$ cat config.mk
export PLATFORM = sky130hd
export DESIGN_NAME = csa_resolver
export DESIGN_NICKNAME = d
export VERILOG_FILES = /design/src/rtl/csa_pkg.sv /design/src/rtl/csa_resolver_chunk.sv /design/src/rtl/csa_resolver.sv
export SDC_FILE = /design/constraint.sdc
export NUM_CORES = 1
export LEC_CHECK = 0
export CORE_MARGIN = 2
export CORE_UTILIZATION = 50
export CTS_CLUSTER_SIZE = 30
export DETAILED_ROUTE_END_ITERATION = 6
export GPL_ROUTABILITY_DRIVEN = 0
export GPL_TIMING_DRIVEN = 0
export PLACE_DENSITY = 0.77
export SLEW_MARGIN = 20
export SYNTH_ARGS = -nofsm -noshare
export SYNTH_HDL_FRONTEND = slang
export SYNTH_SLANG_ARGS = --single-unit
export TNS_END_PERCENT = 50
$ cat constraint.sdc
create_clock -name clock -period 3.5 [get_ports clock]
set_input_delay 0.7 -clock clock [delete_from_list [all_inputs] [get_ports clock]]
set_output_delay 0.7 -clock clock [all_outputs]
set_load 0.01 [all_outputs]
$ cat src/rtl/csa_pkg.sv
// Shared definitions for the carry-save compressor rows and the resolver
// that turns their carry-save output into a binary sum.
package csa_pkg;

    typedef enum logic [1:0] {
        IDLE,
        ADD,
        DONE
    } res_state_e;

    localparam int CSA_WIDTH = 17;
    localparam int CSA_CHUNK = 4;

    function automatic int nchunk(input int width, input int chunk);
        return (width + chunk - 1) / chunk;
    endfunction

endpackage

$ cat src/rtl/csa_resolver_chunk.sv
// One CHUNK-bit slice of the ripple adder; the resolver reuses it every cycle.
module csa_resolver_chunk #(
    parameter int CHUNK = 4
) (
    input  logic [CHUNK-1:0] a,
    input  logic [CHUNK-1:0] b,
    input  logic             cin,
    output logic [CHUNK-1:0] sum,
    output logic             cout
);

    assign {cout, sum} = {1'b0, a} + {1'b0, b} + {{CHUNK{1'b0}}, cin};

endmodule

$ cat src/rtl/csa_resolver.sv
// Resolves one carry-save pair into a binary sum, CHUNK bits per cycle,
// with valid/ready handshakes on both sides.
module csa_resolver
    import csa_pkg::*;
#(
    parameter int WIDTH = CSA_WIDTH,
    parameter int CHUNK = CSA_CHUNK
) (
    input  logic             clock,
    input  logic             reset,
    input  logic             in_valid,
    output logic             in_ready,
    input  logic [WIDTH-1:0] in_0,
    input  logic [WIDTH-1:0] in_1,
    output logic             out_valid,
    input  logic             out_ready,
    output logic [WIDTH:0]   out_sum,
    output logic             busy
);

    localparam int NCHUNK = nchunk(WIDTH, CHUNK);
    localparam int PW     = NCHUNK * CHUNK;
    localparam int IDX_W  = (NCHUNK > 1) ? $clog2(NCHUNK) : 1;

    res_state_e       state;
    logic [PW-1:0]    op0;
    logic [PW-1:0]    op1;
    logic [PW:0]      result;
    logic [PW:0]      res_next;
    logic [IDX_W-1:0] idx;
    logic             carry;
    logic             last;
    logic [CHUNK-1:0] chunk_a;
    logic [CHUNK-1:0] chunk_b;
    logic [CHUNK-1:0] chunk_sum;
    logic             chunk_cout;
    logic [WIDTH:0]   sum_fold;
    int               lo;

    // Accepting while DONE relies on out_ready only, never on in_valid.
    assign in_ready = (state == IDLE) || ((state == DONE) && out_ready);
    assign last     = (idx == IDX_W'(NCHUNK - 1));

    always_comb begin
        lo      = int'(idx) * CHUNK;
        chunk_a = op0[lo +: CHUNK];
        chunk_b = op1[lo +: CHUNK];
    end

    csa_resolver_chunk #(.CHUNK(CHUNK)) u_chunk (
        .a    (chunk_a),
        .b    (chunk_b),
        .cin  (carry),
        .sum  (chunk_sum),
        .cout (chunk_cout)
    );

    always_comb begin
        res_next              = result;
        res_next[lo +: CHUNK] = chunk_sum;
        if (last) res_next[PW] = chunk_cout;
    end

    // Padding bits are zero, so OR-folding them into the top bit stays exact.
    assign sum_fold = {|res_next[PW:WIDTH], res_next[WIDTH-1:0]};

    always_ff @(posedge clock or negedge reset) begin
        if (!reset) begin
            state     <= IDLE;
            op0       <= '0;
            op1       <= '0;
            result    <= '0;
            idx       <= '0;
            carry     <= 1'b0;
            out_valid <= 1'b0;
            out_sum   <= '0;
            busy      <= 1'b0;
        end else begin
            case (state)
                IDLE: begin
                    if (in_valid) begin
                        op0    <= PW'(in_0);
                        op1    <= PW'(in_1);
                        idx    <= '0;
                        carry  <= 1'b0;
                        result <= '0;
                        busy   <= 1'b1;
                        state  <= ADD;
                    end
                end
                ADD: begin
                    result <= res_next;
                    carry  <= chunk_cout;
                    if (last) begin
                        idx       <= '0;
                        busy      <= 1'b0;
                        out_valid <= 1'b1;
                        out_sum   <= sum_fold;
                        state     <= DONE;
                    end else begin
                        idx <= idx + 1'b1;
                    end
                end
                DONE: begin
                    if (out_ready) begin
                        out_valid <= 1'b0;
                        if (in_valid) begin
                            op0    <= PW'(in_0);
                            op1    <= PW'(in_1);
                            idx    <= '0;
                            carry  <= 1'b0;
                            result <= '0;
                            busy   <= 1'b1;
                            state  <= ADD;
                        end else begin
                            state <= IDLE;
                        end
                    end
                end
                default: state <= IDLE;
            endcase
        end
    end

endmodule

==> metrics <==
H-tree levels=3; final setup fails=0; # diodes=0; Seq/Total Area, Yosys=52.27%; remaining antenna violation count=0; Netlist Area Pre-Place=3830 µm²; Layout area overhead=25.35%; Root Driver=clkbuf_8; max-cap violations=0; first-pass GRT wire length=13050 µm; WS Path Type=flip-flop to flip-flop; DP Area=4559 µm²; die footprint=8376 µm²; Synth Area in Adders=3.332%; mux cell area share after synthesis=17.84%; grt ovf=0; Final Max Tran Viols=0; WL per Instance=15.83 µm; Num CTS Buffers=9; critical path fanouts, max=10; Ys Warns=0; die height=91.52 µm; status=finished clean; Fin. Hold Viols=0; Worst R2R Path Depth=10; cell area after layout=4801 µm²; drt first-iter violations=164; TritonCTS clock tree=yes; # fillers=561; clk_skew=9.272 ps; post-synthesis xor/xnor area fraction=0.2287%; Compound-Gate Fraction of Synth Area=11.99%; IO Port Bufs=58; main combinational cell family by area after synthesis=multiplexers; via count=2707; vias in the first global route=2688; CP arrival=3540 ps; Clock transition at path regs=90 ps; Syn Inst Count=315; hold crit path type=input port to asynchronous set/reset pin; Main synth FF type=dfrtp_1; Yosys reg bits=80; fmax=0.3039 GHz; post-route minimum period=3290 ps; FP Rows=31; Synth Area in Simple Gates=11.34%; largest net degree at the start of global routing=52; Final nets=433; via-per-instance ratio=5.524; Crit. End Element=flip-flop; Synth Area per Inst=12.16 µm²; startpoint types=flip-flop; RSZ-0062 raised after global routing=false; RR Startpoint=idx[0]; CTS Buffer Depth=2; maximum VDD drop=0.5107 mV; Worst EP required=3750 ps; share of cells above drive strength 1=21.48%; Net Count, Synth=362; Async SR Flop Fraction=100.0%; slack of the worst reg-to-reg path=210 ps; gr usage total=20.01%; r2r endpoint=result[3]; Distinct cells, synth=42; core area=7331 µm²; fin crit share=94.01%; DP HPWL=5666 µm; io pins=59; clk_lat worst skew=360 ps; Initial Utilization=52.24%; initial antenna violation count=0; Post-synth EDFFs=0; Pleak=2.016 nW; worst relative slew slack=54.24%; worst-margin pin slew=683.5 ps; power density over the cells=1077 nW/µm²; Routed WL=7758 µm; Die Wd=91.52 µm; CTS Sinks=80; Post-route DRC=0; drt pass-1 iters=4; Setup Total Neg Slack=0 ps
==> per-layer routing <==
layer	GRT usage, %	wire length [µm]
met2	30.94	3748
met4	9.722	163
met3	3.402	358
met1	27.42	3487
met5	0	0
==> worst max-delay path by stage <==
stage                      start           to  slack (ps)  depth (start not counted)
after global routing      idx[0]   result[11]          60                         11
after CTS                 idx[0]  out_sum[17]          20                         11
after global placement     reset      op0[15]       -1030                          1
after floorplan           idx[0]  out_sum[17]         420                         11
final                     idx[0]    result[3]         210                         10
after detailed placement  idx[0]  out_sum[17]        -140                         11
==> logic make-up (layout without fill, tap and decap cells) <==
group / count (synthesis) / in the layout
buffers and inverters: 26 / 102
xor gates and xnor gates: 1 / 1
and+or+nand+nor: 78 / 78
DFF: 80 / 80
adders and majority gates: 9 / 9
AOI/OAI and AO/OA: 65 / 65
muxes: 56 / 56
==> sequential cells by signal, summed over array words and instances (netlist names) <==
name       flops
busy           1
op0           17
op1           17
carry          1
idx            3
result        20
out_valid      1
out_sum       18
state          2
==> synthesized netlist by cell type, types with 6 or more instances <==
library cell,instances,area [µm²]
clkbuf_1,7,26.28
o21ai_1,7,35.03
and2_1,8,50.05
mux2i_1,12,120.1
a32o_1,15,150.1
nand2_1,23,86.33
dfrtp_1,80,2002
buf_2,10,50.05
o21ai_0,12,60.06
nor2_1,16,60.06
nand3_1,8,40.04
mux2_2,33,371.6
a31oi_1,8,50.05
a21oi_1,8,40.04
ha_1,7,87.58
mux4_2,6,135.1
==> per-stage QoR <==
| stage | setup WS (ps) | total power [mW] | util, % | hold slack [ps] | cells |
|---|---|---|---|---|---|
| 2_1_floorplan | 423.1 | 3.381 | - | 404.4 | 315 |
| 3_3_place_gp | -1032 | 4.134 | 61.85 | 462.7 | 472 |
| 3_5_place_dp | -138.9 | 4.218 | 62.19 | 469.5 | 473 |
| 4_1_cts | 20.40 | 4.905 | 64.84 | 273.3 | 488 |
| 5_1_grt | 60.10 | 5.536 | 65.49 | 291.0 | 490 |
| 6_report | 209.8 | 5.168 | 65.49 | 269.8 | 490 |
==> cell usage in the layout, fill, tap and decap left out, drive strengths merged, types with 8 or more instances in the layout <==
cell / synthesis / layout
dfrtp: 80 / 80
clkdlybuf4s50: 0 / 57
mux2: 38 / 38
nand2: 23 / 23
o21ai: 23 / 23
nor2: 18 / 18
clkbuf: 8 / 17
buf: 12 / 16
a32o: 15 / 15
mux2i: 12 / 12
and2: 8 / 8
a31oi: 8 / 8
nand3: 8 / 8
a21oi: 8 / 8
inv: 6 / 8
==> final cells by class <==
cell class	instances	area, µm²	share of cell area (%)
Multi-Input combinational cell	209	1734	36.12
Tap cell	99	123.9	2.580
Sequential cell	80	2002	41.70
Inverter	6	22.52	0.4691
Buffer	19	95.09	1.981
Clock buffer	10	137.6	2.867
Timing Repair Buffer	61	633.1	13.19
Clock inverter	6	52.55	1.095
==> where the power goes <==
part	internal, mW	leakage (nW)	total, mW	switching (mW)
clock network	0.287	0.0910	0.656	0.370
registers	1.31	0.998	1.53	0.212
logic	1.44	0.927	2.99	1.54
==> critical path, cell delays in order, from the launching register on <==
cell and delay [ps]:
dfrtp_1 390, buf_4 240, buf_6 190, mux4_2 510, and2_1 180, ha_1 400, and3_1 200, or3_1 330
clkbuf_1 180, and2_1 270, a32o_1 280
==> timing repair <==
action,4_1_cts,5_1_grt
setup buffers,0,2
hold buffers,0,0
setup endpoints to repair,3,10
gates resized for setup,1,5
pin swaps,0,1
Power figures use the tool's default switching activity.
